### config.mk
export PLATFORM = sky130hd
export DESIGN_NAME = hazard_scoreboard
export DESIGN_NICKNAME = d
export VERILOG_FILES = /design/src/rtl/hazard_scoreboard.sv
export SDC_FILE = /design/constraint.sdc
export NUM_CORES = 1
export LEC_CHECK = 0
export CAP_MARGIN = 20
export CELL_PAD_IN_SITES_DETAIL_PLACEMENT = 0
export CELL_PAD_IN_SITES_GLOBAL_PLACEMENT = 1
export CORE_MARGIN = 3
export CORE_UTILIZATION = 45
export DETAILED_ROUTE_END_ITERATION = 12
export GPL_TIMING_DRIVEN = 0
export PLACE_DENSITY = 0.86
export SYNTH_ARGS = -nofsm -noshare
export SYNTH_HDL_FRONTEND = slang
export SYNTH_SLANG_ARGS = --single-unit
export TNS_END_PERCENT = 30
### constraint.sdc
create_clock -name clk -period 5 [get_ports clk]
set_clock_uncertainty 0.15 [all_clocks]
set_input_delay 1.25 -clock clk [delete_from_list [all_inputs] [get_ports clk]]
set_output_delay 1.25 -clock clk [all_outputs]
set_load 0.01 [all_outputs]
### src/rtl/hazard_scoreboard.sv
// hazard_scoreboard: issue-side hazard tracker for in-flight register writes.
// It stalls ID->EX issue on sources written by late (non-forwardable)
// producers, and on pending-write counter overflow.
// Optional build macro: SCOREBOARD_STATS_EN adds the stall_cycles counter output.

`ifndef REG_ADDR_WIDTH
`define REG_ADDR_WIDTH 5
`endif

module hazard_scoreboard #(
  parameter int unsigned REG_NUM   = 32,
  parameter int unsigned CNT_WIDTH = 2
) (
  input  logic                         clk,
  input  logic                         rst,
  input  logic                         issue_valid,
  input  logic [`REG_ADDR_WIDTH-1:0]   issue_rs1,
  input  logic                         issue_rs1_ren,
  input  logic [`REG_ADDR_WIDTH-1:0]   issue_rs2,
  input  logic                         issue_rs2_ren,
  input  logic [`REG_ADDR_WIDTH-1:0]   issue_rd,
  input  logic                         issue_rd_wen,
  input  logic                         issue_rd_late,
  input  logic                         wb_wen,
  input  logic [`REG_ADDR_WIDTH-1:0]   wb_waddr,
  input  logic                         flush,
`ifdef SCOREBOARD_STATS_EN
  output logic [31:0]                  stall_cycles,
`endif
  output logic                         issue_stall,
  output logic [REG_NUM-1:0]           reg_busy,
  output logic                         sb_err
);

  localparam int unsigned AW = `REG_ADDR_WIDTH;
  localparam logic [CNT_WIDTH-1:0] CNT_MAX = '1;

  logic [CNT_WIDTH-1:0] cnt_q [REG_NUM];
  logic [CNT_WIDTH-1:0] cnt_d [REG_NUM];
  logic [REG_NUM-1:0]   late_q;
  logic [REG_NUM-1:0]   late_d;
  logic [REG_NUM-1:0]   busy_d;
  logic                 err_d;
  logic                 hazard1;
  logic                 hazard2;
  logic                 overflow;
  logic                 fire;
  logic                 inc;
  logic                 dec;

  // Hazard detection against registered state only; WB is not bypassed.
  always_comb begin
    hazard1     = issue_rs1_ren && (issue_rs1 != '0) && late_q[issue_rs1];
    hazard2     = issue_rs2_ren && (issue_rs2 != '0) && late_q[issue_rs2];
    overflow    = issue_rd_wen && (issue_rd != '0) && (cnt_q[issue_rd] == CNT_MAX);
    issue_stall = issue_valid && (hazard1 || hazard2 || overflow);
    fire        = issue_valid && !issue_stall;
    inc         = fire && issue_rd_wen && (issue_rd != '0);
    dec         = wb_wen && (wb_waddr != '0);
  end

  // Next-state for counters, late bits, busy vector and the sticky error.
  always_comb begin
    cnt_d  = cnt_q;
    late_d = late_q;
    err_d  = sb_err;
    busy_d = '0;
    if (flush) begin
      for (int unsigned i = 0; i < REG_NUM; i++) cnt_d[i] = '0;
      late_d = '0;
    end else begin
      for (int unsigned i = 1; i < REG_NUM; i++) begin
        if (inc && (issue_rd == AW'(i))) begin
          late_d[i] = issue_rd_late;
          if (dec && (wb_waddr == AW'(i))) begin
            // Simultaneous issue and retire cancel out in the counter.
            if (cnt_q[i] == '0) err_d = 1'b1;
          end else begin
            cnt_d[i] = cnt_q[i] + CNT_WIDTH'(1);
          end
        end else if (dec && (wb_waddr == AW'(i))) begin
          if (cnt_q[i] == '0) begin
            err_d = 1'b1;
          end else begin
            cnt_d[i] = cnt_q[i] - CNT_WIDTH'(1);
            if (cnt_q[i] == CNT_WIDTH'(1)) late_d[i] = 1'b0;
          end
        end
      end
    end
    cnt_d[0]  = '0;
    late_d[0] = 1'b0;
    for (int unsigned i = 1; i < REG_NUM; i++) busy_d[i] = (cnt_d[i] != '0);
  end

  // State, busy vector and error flag share one clock edge.
  always_ff @(posedge clk) begin
    if (rst) begin
      for (int unsigned i = 0; i < REG_NUM; i++) cnt_q[i] <= '0;
      late_q   <= '0;
      reg_busy <= '0;
      sb_err   <= 1'b0;
    end else begin
      cnt_q    <= cnt_d;
      late_q   <= late_d;
      reg_busy <= busy_d;
      sb_err   <= err_d;
    end
  end

`ifdef SCOREBOARD_STATS_EN
  // Free-running count of stalled cycles; survives flush.
  always_ff @(posedge clk) begin
    if (rst) stall_cycles <= '0;
    else if (issue_stall) stall_cycles <= stall_cycles + 32'd1;
  end
`endif

endmodule

Word level (Yosys, flattened, before mapping)

Cells that the tools add are included.

Logic and storage cells: 826
Register bits after elaboration: 129
Input port bits: 29

Equal/unequal tests: 125
Add/subtract/negate cells: 62
Order comparisons: 3
Muxes and demuxes: 332
Bitwise gates (word level): 1
Reduce and logical (&&, ||, !) cells: 236

Operators with widths:

| operator                                                    | number |
|---|---|
| two-way mux 2 bit                                           | 126 |
| two-way mux 1 bit                                           | 202 |
| nonzero test 2 bit                                          | 93 |
| == test 5 bit (second input constant)                       | 32 |
| AND reduction 3 bit                                         | 31 |
| == test 5 x 4 -> 1 bit (second input constant)              | 16 |
| logical AND 1 bit                                           | 73 |
| adder 2 x 1 -> 2 bit (second input constant)                | 31 |
| == test 2 x 1 -> 1 bit (second input constant)              | 31 |
| logical NOT 2 bit                                           | 31 |
| two-way mux 62 bit                                          | 1 |
| != test 2 bit (second input constant)                       | 31 |
| subtractor 2 x 1 -> 2 bit (second input constant)           | 31 |
| == test 5 x 3 -> 1 bit (second input constant)              | 8 |
| == test 5 x 2 -> 1 bit (second input constant)              | 4 |
| nonzero test 5 bit                                          | 4 |
| less-than comparator 5 x 6 -> 1 bit (second input constant) | 2 |
| binary-select mux 1 bit (select 5 bit)                      | 2 |
| binary-select mux 2 bit (select 5 bit)                      | 1 |
| == test 5 x 1 -> 1 bit (second input constant)              | 2 |
| >= comparator 6 bit (second input constant)                 | 1 |
| inverter 5 -> 6 bit                                         | 1 |
| == test 2 bit (second input constant)                       | 1 |
| logical OR 1 bit                                            | 2 |
| other kinds (2)                                             | 2 |

Depth between registers and ports, before layout

Gate-level depths: netlist of the first run.

Depth in word-level cells: 78
Depth in mapped cells: 11
Mapped depth without buffers: 9

Least setup slack after synthesis of the first run

No wires, ideal clock.

Path type: input -> output
From: input issue_rd[1]
To: output issue_stall
Path slack: 0.534 ns
Cell stages on the path: 9
Data required time: 3.600 ns
Path buffers: 3
Arrival time: 3.066 ns
Cells stage by stage: buf_2 -> buf_2 -> clkbuf_1 -> nor2_1 -> a311o_1 -> or2_2 -> nand2_1 -> o211ai_1 -> a21boi_0

Cells in the longest elaborated chain, start to end: 8

RTL lines:

| element                                              | RTL line | text |
|---|---|---|
| from (decl)                                          | 21       | `` input logic [`REG_ADDR_WIDTH-1:0] issue_rd, `` |
| inverter 5 -> 6 bit (implied by the code)            | 55       | `overflow = issue_rd_wen && (issue_rd != '0) && (cnt_q[issue_rd] == CNT_MAX);` |
| binary-select mux 2 bit (select 5 bit)               | 55       |  |
| two-way mux 2 bit (implied by the code) (2 in a row) | 55       |  |
| == test 2 bit                                        | 55       |  |
| logical AND 1 bit (*)                                | 55       |  |
| logical OR 1 bit (*)                                 | 56       | `issue_stall = issue_valid && (hazard1 \|\| hazard2 \|\| overflow);` |
| logical AND 1 bit (*)                                | 56       |  |
| to (decl)                                            | 30       | `output logic issue_stall,` |

Every way passes the cells marked *; elsewhere a longest branch is shown, timed or not. The select of a mux whose other input is x is not followed.

Worst setup path after layout of the first run

From: input issue_rs1[1]
To: output issue_stall

Cells in the longest elaborated chain, start to end: 6

RTL lines:

| element                                                                             | RTL line | text |
|---|---|---|
| from (decl)                                                                         | 17       | `` input logic [`REG_ADDR_WIDTH-1:0] issue_rs1, `` |
| binary-select mux 1 bit (select 5 bit) / nonzero test 5 bit (equally long branches) | 53       | `hazard1 = issue_rs1_ren && (issue_rs1 != '0) && late_q[issue_rs1];` |
| two-way mux 1 bit (implied by the code) / logical AND 1 bit (equally long branches) | 53       |  |
| logical AND 1 bit (*)                                                               | 53       |  |
| logical OR 1 bit (*) (2 in a row)                                                   | 56       |  |
| logical AND 1 bit (*)                                                               | 56       |  |

Marks and branches as above.

==> run_results.csv, run 1 <==
group,metric,value,unit
drt,dr.pass1.iters,6,
placed_design,portBuffers,52,
synth,yosysMostFrequentCell,"nor2_1",
placed_design,globalplace.congestion,0.981,
synth,syn_inst,1117,
drt,vias,8913,
grt,grtUsageTotal,0.265,
sta,tightest_slew,0.984,ns
floorplan,io_pins,63,
setup_path,cp_data_required_time,3.60,ns
min_path,whs_path_depth,2,
sta,setup_viol,0,
synth,synth_warnings,0,
finish,final_cell_count_no_fill,1481,
grt,antenna_found_initial,0,
drt,antenna_left,0,
setup_path,regToRegEndpoint,"reg_busy[15]$_SDFF_PP0_",
sta,setup_tns,0,ns
clocking,clk_latency,0.43,ns
floorplan,initial_utilization,0.462,
sta,fin_crit_sh,0.991,
synth,synth_fp_nets,1270,
clocking,cts_root_buffer,"clkbuf_16",
sta,setup_slack,0.0445,ns
placed_design,pre_cts_slack,-0.852,ns
synth,synth_commonest_cells,"nor2_1 (129), dfxtp_1 (125), ha_1 (124)",
finish,nets,1350,
grt,grt_start_max_net_pins,17,
pwr,p_per_area,225,nW/um2
setup_path,worst_ep_arrival_time,3.56,ns
setup_path,startpoint_type,"input pin",
floorplan,row_count,52,
run_status,status,"completed",
floorplan,die_x,151,um
floorplan,core_area,20400,um2
grt,grt_pass1_wl,46200,um
setup_path,critPathCaptureType,"output pin",
finish,synthToLayoutAreaGrowth,16.9,%
synth,synth-async-reset-ratio,0,
grt,grt_pass1_vias,8349,
clocking,clock_sinks,125,
min_path,hp-class,"reg -> reg",
run,drv_cap,0,
drt,via_per_inst,6.02,
synth,synth_area,9450,um2
pwr,p_leak,0.00393,uW
synth,synth_seq_cells,125,
synth,ys.flop_type,"dfxtp_1",
pwr,ir_worst_vdd,0.234,mV
clocking,cts_buffers,17,
sta,hold-worst-slack,0.332,ns
placed_design,hpwl,22100,um
drt,drt_iter0_drc,982,
setup_path,crit_fanout,10,
sta,min_period,4.96,ns
clocking,hold_buffers,0,
clocking,cts_tree,"built",
sta,slew_headroom,0.339,
drt,drc,0,
floorplan,die_area,22800,um2
min_path,whs_endpoint,"late_q[6]$_SDFFE_PP0P_",
finish,final_cell_area,11000,um2
clocking,h-tree-depth,4,
setup_path,r2r_setup_slack,1.59,ns
finish,drive_above_1_share,0.113,
setup_path,r2r-start,"late_q[14]$_SDFFE_PP0P_",
synth,netlist.area_leader.share,0.265,
synth,synth_cell_types,75,
sta,max_freq,0.202,GHz
synth,yosysSeqAreaShare,0.265,
synth,synthTopCellsByArea,"dfxtp_1 (26%), ha_1 (16%), nor2_1 (5.1%)",
drt,routedWlPerCell,20.0,um
grt,grt.overflow.total,0,
sta,finalHoldViolations,0,
synth,synth_edf_count,0,
drt,drt_wl_total,29500,um
clocking,clk_pin_slew,0.06,ns
synth,syn_area_per_cell,8.46,um2
setup_path,r2r_cells,9,
placed_design,place_area,10300,um2
min_path,hold_start,"late_q[6]$_SDFFE_PP0P_",
placed_design,dpl.cell_count,1439,
synth,post-synth-top-area-cell,"dfxtp_1",
floorplan,die_h,151,um
setup_path,setup.worst_path.class,"in -> out",
clocking,clock_path_buffers,2,
sta,slew_violations,0,
-- power breakdown --
group	switching (uW)	total, uW	internal, uW
Combinational	159	234	75.8
Sequential	2.34	1000	998
Clock	502	1250	745
Total	663	2480	1820
-- layout by cell type, fill, tap and decap left out, drive strengths merged, types with 6 or more instances in the layout --
cell type and count:
clkdlybuf4s50 49, buf 32, o31ai 7, and3 25, nor3 35, nand2b 6
nand3b 41, a211oi 14, a221oi 28, nand2 98, nand3 69, clkbuf 49
nand4 17, dfxtp 125, or2 17, inv 75, o21ai 8, nor4 12
mux2i 11, mux4 20, a21oi 51, clkinv 7, a22oi 14, a31oi 23
o211ai 7, nor2 131, xnor2 15, xor2 12, a41oi 9, o21a 8
ha 124
-- flip-flops by register name, indices dropped and copies added, names as in the netlist --
signal,cells
reg_busy,31
late_q,31
cnt_q,62
sb_err,1
-- how the worst max path moves through the flow --
| stage | startpoint | end | slack [ns] | depth (start not counted) |
|---|---|---|---|---|
| 6_report | issue_rs1[1] | issue_stall | 0.04 | 10 |
| 3_3_place_gp | issue_rd[2] | issue_stall | -0.90 | 8 |
| 3_5_place_dp | issue_rd[2] | issue_stall | -0.85 | 8 |
| 5_1_grt | issue_rd[2] | issue_stall | -0.006 | 8 |
| 4_1_cts | issue_rd[0] | issue_stall | 0.005 | 9 |
| 2_1_floorplan | issue_rd[1] | issue_stall | 0.53 | 9 |
-- per-layer routing --
metal / up-vias / routed length [um] / global-route usage
li1: 4181 / - / -
met1: 4250 / 12800 / 0.360
met2: 429 / 13200 / 0.417
met3: 53 / 2730 / 0.0628
met4: 0 / 767 / 0.0884
met5: - / 0 / 0
-- critical path: stages --
cell             delay (ns)
clkdlybuf4s50_1        0.56
buf_6                  0.19
mux4_2                 0.50
mux2i_1                0.19
and3_4                 0.23
nor4bb_4               0.05
buf_6                  0.14
nor2_4                 0.12
a21boi_1               0.10
clkdlybuf4s15_2        0.24
-- repair_timing --
action | 4_1_cts | 5_1_grt
pin swaps | 3 | 4
endpoints found under the setup margin | 1 | 1
resized for setup | 16 | 8
setup buffers | 4 | 5
-- per-stage QoR --
stage | power (uW) | util
after global placement | 1230 | 0.504
after CTS | 2490 | 0.537
final | 2480 | 0.540
after detailed placement | 1240 | 0.504
after global routing | 2550 | 0.540
after floorplan | 1150 | -
-- final cells by class --
cell class                 instances  area (um2)
multi-input combinational        864        6440
buffer                            54         294
fill                            1957        9390
antenna                            1        2.50
tap                              270         338
clock buffer                      18         439
sequential                       125        2500
timing repair buffer              61         603
inverter                          74         280
clock inverter                    14         145
-- kinds of logic after synthesis --
group,count (synthesis),synth area share
AND/OR/NAND/NOR,482,0.272
AO/OA/AOI/OAI,196,0.153
buffers and inverters,128,0.0576
flip-flops,125,0.265
adder cells (fa/ha/maj),124,0.164
multiplexers,34,0.0629
XOR/XNOR,27,0.0250
other,1,0.000397
Power figures use the tool's default switching activity.
==> run 2: changes to the inputs <==
--- a/config.mk
+++ b/config.mk
@@ -8,11 +8,11 @@
 export CAP_MARGIN = 20
 export CELL_PAD_IN_SITES_DETAIL_PLACEMENT = 0
 export CELL_PAD_IN_SITES_GLOBAL_PLACEMENT = 1
-export CORE_MARGIN = 3
-export CORE_UTILIZATION = 45
+export CORE_MARGIN = 4
+export CORE_UTILIZATION = 44
 export DETAILED_ROUTE_END_ITERATION = 12
 export GPL_TIMING_DRIVEN = 0
-export PLACE_DENSITY = 0.86
+export PLACE_DENSITY = 0.84
 export SYNTH_ARGS = -nofsm -noshare
 export SYNTH_HDL_FRONTEND = slang
 export SYNTH_SLANG_ARGS = --single-unit
==> run 2 against run 1 <==
Via count fell by 1.6%. Non-clock buffer count fell by 3. Maximum frequency rose by 0.62%. Clock power rose by 4%. Cell area fell by 0.11%. Critical path depth rose by 1. Flip-flop and latch count did not move. Sequential power barely moved. Die area rose by 4.9%. Count of clock-buffer cells in the layout rose by 7. Worst setup slack improved by 0.030 ns. Highest routed layer unchanged.
==> run_results.csv, run 2 (synthesis gave the netlist of run 1 again) <==
group,metric,value,unit
run_status,status,"completed",
finish,drive_above_1_share,0.106,
setup_path,worst_ep_arrival_time,3.53,ns
setup_path,r2r_setup_slack,1.62,ns
finish,largest_reg_flops,62,
drt,vias,8772,
sta,slew_headroom,0.320,
finish,synthToLayoutAreaGrowth,16.8,%
sta,fin_crit_sh,0.985,
drt,antenna_left,0,
sta,setup_slack,0.0749,ns
drt,drc,0,
clocking,clk_latency,0.44,ns
grt,antenna_found_initial,0,
finish,final_cell_count_no_fill,1481,
drt,highest_layer,"met4",
min_path,hp-class,"reg -> reg",
pwr,p_leak,0.00393,uW
clocking,clock_sinks,125,
clocking,cts_tree,"built",
drt,drt_wl_total,29600,um
drt,routedWlPerCell,20.0,um
drt,via_per_inst,5.92,
run,drv_cap,0,
drt,wirelength_met1,13000,um
grt,grt_pass1_wl,46200,um
drt,wl_met2,12900,um
sta,setup_tns,0,ns
pwr,ir_worst_vdd,0.223,mV
drt,wl_met3,2800,um
grt,grt_pass1_vias,8315,
setup_path,startpoint_type,"input pin",
finish,final_cell_area,11000,um2
grt,grtUsageTotal,0.249,
pwr,switchingPower,642,uW
clocking,hold_buffers,0,
sta,rsz0062_at_grt,"no",
clocking,h-tree-depth,4,
clocking,clock_path_buffers,2,
finish,num_antenna_cells,0,
finish,largestRegisters,"cnt_q: 62 flops, late_q: 31 flops, reg_busy: 31 flops",
sta,finalHoldViolations,0,
pwr,p_comb_frac,0.091,
pwr,pwr-share-clk,0.514,
sta,tightest_slew,1.02,ns
sta,slew_violations,0,
floorplan,core_area,21100,um2
floorplan,initial_utilization,0.448,
finish,mostFrequentLayoutCells,"nor2_1 (129), dfxtp_1 (125), ha_1 (124), nand2_1 (98), inv_1 (73)",
grt,grt.overflow.total,0,
placed_design,place_area,10300,um2
min_path,hold_start,"late_q[20]$_SDFFE_PP0P_",
sta,max_freq,0.203,GHz
finish,top_register,"cnt_q",
sta,setup_viol,0,
placed_design,portBuffers,52,
setup_path,setup.worst_path.class,"in -> out",
drt,drt_iter0_drc,845,
floorplan,die_x,155,um
placed_design,globalplace.congestion,0.940,
clocking,cts_root_buffer,"clkbuf_16",
floorplan,io_pins,63,
floorplan,row_count,53,
placed_design,pre_cts_slack,-0.830,ns
setup_path,critPathLaunch,"issue_rd[0]",
floorplan,die_area,23900,um2
pwr,p_per_area,230,nW/um2
pwr,swShare,0.253,
clocking,cts_buffers,17,
sta,min_period,4.93,ns
pwr,p_seq_frac,0.395,
grt,grt_start_max_net_pins,17,
placed_design,dpl.cell_count,1444,
setup_path,crit_fanout,7,
setup_path,cp_data_required_time,3.60,ns
pwr,p_int,1890,uW
placed_design,hpwl,22200,um
drt,dr.pass1.iters,8,
clocking,clk_pin_slew,0.06,ns
finish,nets,1347,
setup_path,r2r-start,"late_q[14]$_SDFFE_PP0P_",
pwr,p_total,2530,uW
setup_path,critPathCaptureType,"output pin",
finish,final_common_cell,"nor2_1",
floorplan,die_h,155,um
[run 2: cell types whose count changed in the layout (fill, tap and decap cells not counted), moves of 2 or more]
cell,before,now
clkinv_4,3,1
clkinvlp_4,4,0
clkbuf_1,30,35
buf_4,11,9
clkinv_2,4,2
clkbuf_8,1,3
[run 2: power groups by stage]
stage               logic [uW]  clock network, uW  registers [uW]
global route               244               1350            1000
CTS                        225               1310            1000
floorplan                  124                  0            1020
global placement           214                  0            1020
detailed placement         214                  0            1020
finish                     232               1300            1000
[run 2: routing by layer]
| metal | GRT usage | vias to the layer above |
|---|---|---|
| met5 | 0 | - |
| met4 | 0.0849 | 0 |
| met3 | 0.0666 | 69 |
| met2 | 0.387 | 356 |
| met1 | 0.334 | 4162 |
| li1 | - | 4185 |
[run 2: final timing paths]
| check | endpoint | cells after the start |
|---|---|---|
| min reg2reg | late_q[20]$_SDFFE_PP0P_ | 2 |
| max | issue_stall | 11 |
| min | late_q[20]$_SDFFE_PP0P_ | 2 |
| max reg2reg | reg_busy[25]$_SDFF_PP0_ | 9 |
[run 2: final cells by class]
class / count / area (um2)
fill: 1983 / 10100
tap: 275 / 344
clock inverter: 6 / 109
clock buffer: 25 / 485
buffer: 54 / 290
multi-input combinational: 864 / 6450
sequential: 125 / 2500
inverter: 74 / 280
timing repair buffer: 58 / 572
[run 2: repair_timing]
item,CTS,global route
endpoints found under the hold margin,0,0
gates resized for setup,18,5
pin swaps,3,2
setup buffers,5,1
setup endpoints to repair,1,1
[run 2: through the flow]
| step | util | hold slack (ns) |
|---|---|---|
| floorplan | - | 0.300 |
| global placement | 0.489 | 0.311 |
| detailed placement | 0.489 | 0.327 |
| CTS | 0.522 | 0.335 |
| global route | 0.523 | 0.356 |
| finish | 0.523 | 0.340 |
[run 2: worst max-delay path: stages]
cell,delay [ns]
clkdlybuf4s50_1,0.46
buf_6,0.16
buf_12,0.13
nand3_1,0.08
o31ai_1,0.10
mux4_2,0.54
nand2_1,0.25
nand2_1,0.09
o211ai_1,0.21
a21boi_2,0.10
buf_2,0.14
==> edit 1 (flow settings as in run 1) <==
Build with the macro `SCOREBOARD_STATS_EN` defined.
--- a/src/rtl/hazard_scoreboard.sv
+++ b/src/rtl/hazard_scoreboard.sv
@@ -2,6 +2,8 @@
 // It stalls ID->EX issue on sources written by late (non-forwardable)
 // producers, and on pending-write counter overflow.
 // Optional build macro: SCOREBOARD_STATS_EN adds the stall_cycles counter output.
+
+`define SCOREBOARD_STATS_EN
 
 `ifndef REG_ADDR_WIDTH
 `define REG_ADDR_WIDTH 5
New outputs: stall_cycles. Check against the original RTL: not settled (the Yosys comparison gave no result); the edit may change what the design does.
==> edit 1 against run 1 <==
  * Synthesized cell count is 18% higher
  * Total power rose by 23%
  * Design area grew 21%
  * Setup slack gained 78 ps
  * Sequential cell count grew 32
  * Routed wire length grew 25%
  * Area after synthesis grew 21%
  * Highest routed layer is now met5
==> edit 1: results (changes against run 1) <==
clock latency on the worst-skew pair=440 ps; clk buf depth=2 (unchanged); diode count=0 (was 1); slew margin rel.=28.7% (was 33.9%); first-pass iteration count of the detailed router=5 (was 6); Iteration-0 DRC Markers=960 (was 982); family with the most delay on the worst path=compound AO/OA/AOI/OAI gates (was buffers and inverters); status=finished clean (unchanged); Hold WC Path Type=reg -> reg (unchanged); Top Registers=cnt_q x62, stall_cycles x32 (was cnt_q x62, late_q x31, reg_busy x31); Syn Nets=1,472 (was 1,270); Max FO, Critical Path=10 (unchanged); register area share after synthesis=27.6% (was 26.5%); clock slew at reported path FFs=70 ps; Detail Placement HPWL=28,600 um (was 22,100 um); initial antenna violation count=1 (was 0); RR Endpoint=reg_busy[11]$_SDFF_PP0_ (was reg_busy[15]$_SDFF_PP0_); Worst path max stage delay=460 ps (was 560 ps); worst hold slack=351 ps (was 332 ps); worst r2r src=late_q[9]$_SDFFE_PP0P_ (was late_q[14]$_SDFFE_PP0P_); ranking of synthesized cells by area=dfxtp_1 28%, ha_1 14%, nor2_1 4.5% (was dfxtp_1 26%, ha_1 16%, nor2_1 5.1%); Pint=0.00224 W (was 0.00182 W); Post-DP Area=12,600 um^2 (was 10,300 um^2); P per Cell Area=227 nW/um^2 (was 225 nW/um^2); Slowest-stage cell, CP=a2111o_1 (was clkdlybuf4s50_1); Vias=10,600 (was 8,913); asr flop ratio synth=0% (unchanged); routability cong.=0.977 (was 0.981); Leak=4.74 nW (was 3.93 nW); Nets=1,579 (was 1,350); Synth top cells by count=157 x dfxtp_1, 137 x nor2_1, 125 x ha_1 (was 129 x nor2_1, 125 x dfxtp_1, 124 x ha_1); R2R setup slack=1030 ps (was 1590 ps); Arr. time, crit path=3480 ps (was 3560 ps); vias in the first global route=10,100 (was 8,349); Clock Power Share=49.0% (was 50.3%); metal2 WL=16,900 um (was 13,200 um); CP endpoint=issue_stall (unchanged); Worst R2R Path Depth=13 (was 9); Global Route Usage Sum=27.4% (was 26.5%); WL met3=3170 um (was 2730 um); Yosys cell types=74 (was 75); CTS Buf Count=17 (unchanged); first-pass GRT wire length=57,200 um (was 46,200 um); WL per Instance=21.0 um (was 20.0 um); fraction of layout cells with a size suffix above 1=11.3% (about the same); pin count of the biggest net entering global routing=17 (unchanged); Synth area leader=dfxtp_1 (unchanged); Top Layer Used=met5 (was met4); number of port buffers=82 (was 52); M1 wire length=15,900 um (was 12,800 um); CTS Root Cell=clkbuf_16 (unchanged); Max IR drop VDD=0.183 mV (was 0.234 mV); crit path from=issue_rd[1] (was issue_rs1[1]); YS warnings=0 (unchanged); Max H-tree Level=4 (unchanged); power of the combinational group=0.000296 W (was 0.000234 W)
## edit 1: cell count changes in the layout (fill, tap and decap cells not counted), sizes merged, moves of 11 or more
cell           delta
nand3b           -11
dfxtp            +32
and2             +11
nand2            +27
nand4            +18
xor2             +15
nor4             +17
clkdlybuf4s50    +27
nand3            +24
clkbuf           +14
o21ai            +20
## edit 1: worst register-to-register path, stage by stage (launching register included)
cell and delay (ps):
dfxtp_1 390, mux4_2 480, mux2i_1 190, nor2b_1 80, o311ai_2 290, o41ai_2 170, buf_8 150, buf_4 200
buf_4 220, buf_6 190, nor4_2 530, a21oi_1 150, a221oi_1 410, a41oi_1 200
## edit 1: cell type report
class / instances / area, um^2
fillers: 2319 / 11200
multi-input cells: 1017 / 7640
flip-flops and latches: 157 / 3140
repair buffers: 89 / 870
clock buffers: 17 / 425
well taps: 324 / 405
plain buffers: 69 / 403
inverters: 74 / 278
clock inverters: 14 / 231
## edit 1: cells by family after synthesis
kind of cell | count (synthesis) | synth area share, %
adders and majority gates | 125 | 13.7
AOI/OAI and AO/OA | 214 | 13.9
xor gates and xnor gates | 50 | 3.98
DFF | 157 | 27.6
buffers and inverters | 144 | 5.57
and+or+nand+nor | 582 | 28.9
muxes | 45 | 6.32
other | 1 | 0.0329
## edit 1: per-layer routing
layer	global-route usage [%]	up-vias
met1	36.4	5088
met4	9.57	2
met3	5.89	84
li1	-	4946
met2	44.1	453
met5	0	-
## edit 1: how the worst min path moves through the flow
stage	start	to	cells past startpoint
after CTS	stall_cycles[23]$_SDFFE_PP0P_	stall_cycles[23]$_SDFFE_PP0P_	2
final	stall_cycles[29]$_SDFFE_PP0P_	stall_cycles[29]$_SDFFE_PP0P_	2
after global routing	stall_cycles[23]$_SDFFE_PP0P_	stall_cycles[23]$_SDFFE_PP0P_	2
after global placement	stall_cycles[31]$_SDFFE_PP0P_	stall_cycles[31]$_SDFFE_PP0P_	2
after floorplan	late_q[26]$_SDFFE_PP0P_	late_q[26]$_SDFFE_PP0P_	2
after detailed placement	stall_cycles[23]$_SDFFE_PP0P_	stall_cycles[23]$_SDFFE_PP0P_	2
## edit 1: repair_timing
action                                  in CTS  in global routing
endpoints found under the setup margin       1                  1
gates resized for setup                     31                 11
setup buffers                                6                  0
pin swaps                                    3                  1
## edit 1: through the flow
| stage | instances | worst slack [ps] |
|---|---|---|
| 2_1_floorplan | 1318 | 300 |
| 4_1_cts | 1761 | 9.22 |
| 3_5_place_dp | 1725 | -1240 |
| 6_report | 1761 | 123 |
| 3_3_place_gp | 1724 | -1250 |
| 5_1_grt | 1761 | 72.1 |
==> edit 2 (config.mk and constraints of run 1) <==
Without the edit above. Put one more register stage on the output `sb_err`, with the module's reset. The value now appears one clock later. The other outputs are not delayed to match.
--- a/src/rtl/hazard_scoreboard.sv
+++ b/src/rtl/hazard_scoreboard.sv
@@ -35,6 +35,8 @@
   localparam int unsigned AW = `REG_ADDR_WIDTH;
   localparam logic [CNT_WIDTH-1:0] CNT_MAX = '1;
 
+  logic sb_err_s0;
+
   logic [CNT_WIDTH-1:0] cnt_q [REG_NUM];
   logic [CNT_WIDTH-1:0] cnt_d [REG_NUM];
   logic [REG_NUM-1:0]   late_q;
@@ -63,7 +65,7 @@
   always_comb begin
     cnt_d  = cnt_q;
     late_d = late_q;
-    err_d  = sb_err;
+    err_d  = sb_err_s0;
     busy_d = '0;
     if (flush) begin
       for (int unsigned i = 0; i < REG_NUM; i++) cnt_d[i] = '0;
@@ -99,12 +101,12 @@
       for (int unsigned i = 0; i < REG_NUM; i++) cnt_q[i] <= '0;
       late_q   <= '0;
       reg_busy <= '0;
-      sb_err   <= 1'b0;
+      sb_err_s0 <= 1'b0;
     end else begin
       cnt_q    <= cnt_d;
       late_q   <= late_d;
       reg_busy <= busy_d;
-      sb_err   <= err_d;
+      sb_err_s0 <= err_d;
     end
   end
 
@@ -116,5 +118,13 @@
   end
 `endif
 
+  always_ff @(posedge clk) begin
+    if (rst) begin
+      sb_err <= '0;
+    end else begin
+      sb_err <= sb_err_s0;
+    end
+  end
+
 endmodule
 
Formal check against the unedited RTL: not equivalent (Yosys sat finds a counterexample within 4 cycles, from zero or initial values and one cycle with rst high).
==> edit 2 against run 1 <==
  * Clock power increased by 18%
  * Total power increased by 9.5%
  * Setup slack improved by 69 ps
  * Routed wire length increased by 5.2%
  * Non-clock buffer count decreased by 7
  * Area after synthesis increased by 3.3%
  * Sequential cell count increased by 1
  * Design area increased by 3.8%
  * Critical path type unchanged
  * Critical endpoint unchanged
  * Largest cell class unchanged
==> edit 2: results (changes against run 1) <==
first-pass GRT wire length=47,400 um (was 46,200 um); Iteration-0 DRC Markers=928 (was 982); diode count=0 (was 1); CTS Buf Count=17 (unchanged); Leak=4.10 nW (was 3.93 nW); pin count of the biggest net entering global routing=20 (was 17); Hold-fix buffers, CTS=0 (unchanged); clk buf depth=2 (unchanged); worst hold endpoint=late_q[3]$_SDFFE_PP0P_ (was late_q[6]$_SDFFE_PP0P_); HP Start=late_q[3]$_SDFFE_PP0P_ (was late_q[6]$_SDFFE_PP0P_); routability cong.=0.983 (was 0.981); Max IR drop VDD=0.239 mV (was 0.234 mV); first-pass iteration count of the detailed router=6 (unchanged); register area share after synthesis=25.9% (was 26.5%); Hold WC Path Type=reg -> reg (unchanged); number of port buffers=50 (was 52); fraction of layout cells with a size suffix above 1=12.0% (was 11.3%); clock slew at reported path FFs=60 ps (about the same); worst hold slack=334 ps (was 332 ps); Detail Placement HPWL=23,300 um (was 22,100 um); initial antenna violation count=1 (was 0); asr flop ratio synth=0% (unchanged); Arr. time, crit path=3490 ps (was 3560 ps); vias in the first global route=8,157 (was 8,349); Syn Nets=1,252 (was 1,270); YS warnings=0 (unchanged); slew margin rel.=28.0% (was 33.9%); Synth top cells by count=126 x dfxtp_1, 124 x ha_1, 112 x nor2_1 (was 129 x nor2_1, 125 x dfxtp_1, 124 x ha_1); Placed Cells incl. Taps=1,424 (was 1,439); worst r2r src=late_q[8]$_SDFFE_PP0P_ (was late_q[14]$_SDFFE_PP0P_); WL per Instance=21.3 um (was 20.0 um); Post-DP Area=10,600 um^2 (was 10,300 um^2); hold path cells=2 (unchanged); ranking of synthesized cells by area=dfxtp_1 26%, ha_1 16%, nor2_1 4.3% (was dfxtp_1 26%, ha_1 16%, nor2_1 5.1%); Worst R2R Path Depth=10 (was 9); Top Registers=cnt_q x62, late_q x31, reg_busy x31 (unchanged); clock latency on the worst-skew pair=440 ps; Setup violations, final=0 (unchanged); status=finished clean (unchanged); setup slack at placement=-1200 ps (was -852 ps); Syn Inst Count=1,099 (was 1,117); R2R setup slack=1640 ps (was 1590 ps); Yosys cell types=73 (was 75); RR Endpoint=reg_busy[5]$_SDFF_PP0_ (was reg_busy[15]$_SDFF_PP0_); CTS Root Cell=clkbuf_16 (unchanged); # fillers=1,910 (was 1,957); Vias=8,852 (was 8,913); Global Route Usage Sum=26.0% (was 26.5%); Vias/cell=6.05 (was 6.02)
## edit 2: changes by cell type after synthesis, moves of 10 or more
cell and change:
nand4_4 +16, nor2_1 -17, nor2b_1 +10, a21oi_1 -11
nand2_1 -27, nand3_1 -22, a211oi_1 +20, a221oi_1 -10
mux2i_1 +11
## edit 2: repair_timing
action	4_1_cts	5_1_grt
cloned	0	0
endpoints found under the setup margin	1	1
pin swaps	6	0
gates resized for setup	32	13
buffers inserted	7	0
## edit 2: kinds of logic after synthesis
family | share of synthesized area [%]
AO/OA/AOI/OAI | 14.4
XOR/XNOR | 2.60
adder cells (fa/ha/maj) | 15.9
buffers and inverters | 5.48
flip-flops | 25.9
multiplexers | 7.95
other | 0.0384
AND/OR/NAND/NOR | 27.7
## edit 2: per-layer routing
metal | track usage (%) | vias up | part of all wire, %
li1 | - | 4137 | -
met1 | 36.1 | 4302 | 45
met2 | 40.1 | 365 | 45
met3 | 6.00 | 46 | 8.6
met4 | 7.93 | 2 | 2.3
met5 | 0 | - | 0.048
## edit 2: cell type report
cell class                      count  share of cell area, %
Tap cell                          275                   3.00
Timing Repair Buffer               57                   4.73
Inverter                           68                   2.23
Buffer                             51                   2.79
Sequential cell                   126                   22.0
Clock buffer                       23                   4.17
Clock inverter                      9                   1.79
Multi-Input combinational cell    853                   59.3
## edit 2: critical path, cell delays in order
cell      delay (ps)
buf_6            150
mux4_1           660
nand3b_1         130
nand2_1          110
o31ai_4          360
buf_6            160
buf_8            170
nand2_2          100
a31oi_1          170
nor2b_2           80
clkbuf_2         130
## edit 2: worst max path at each step
stage            startpoint     endpoint  slack (ps)  cells after the start
2_1_floorplan  issue_rs2[0]  issue_stall         370                     10
3_3_place_gp    issue_rd[0]  issue_stall       -1240                     12
3_5_place_dp    issue_rd[0]  issue_stall       -1200                     12
4_1_cts         issue_rd[2]  issue_stall          10                     10
5_1_grt         issue_rd[2]  issue_stall          50                     10
6_report       issue_rs1[1]  issue_stall         110                     11
## edit 2: power breakdown
part | internal [W] | switching (W)
registers | 0.00101 | 0.00000219
clock network | 0.000977 | 0.000496
logic | 0.0000747 | 0.000161
## edit 2: through the flow
stage | utilization [%] | TNS [ps]
floorplan | - | 0
global placement | 50.1 | -2980
detailed placement | 50.1 | -2380
CTS | 54.1 | 0
global route | 54.2 | 0
finish | 54.2 | 0
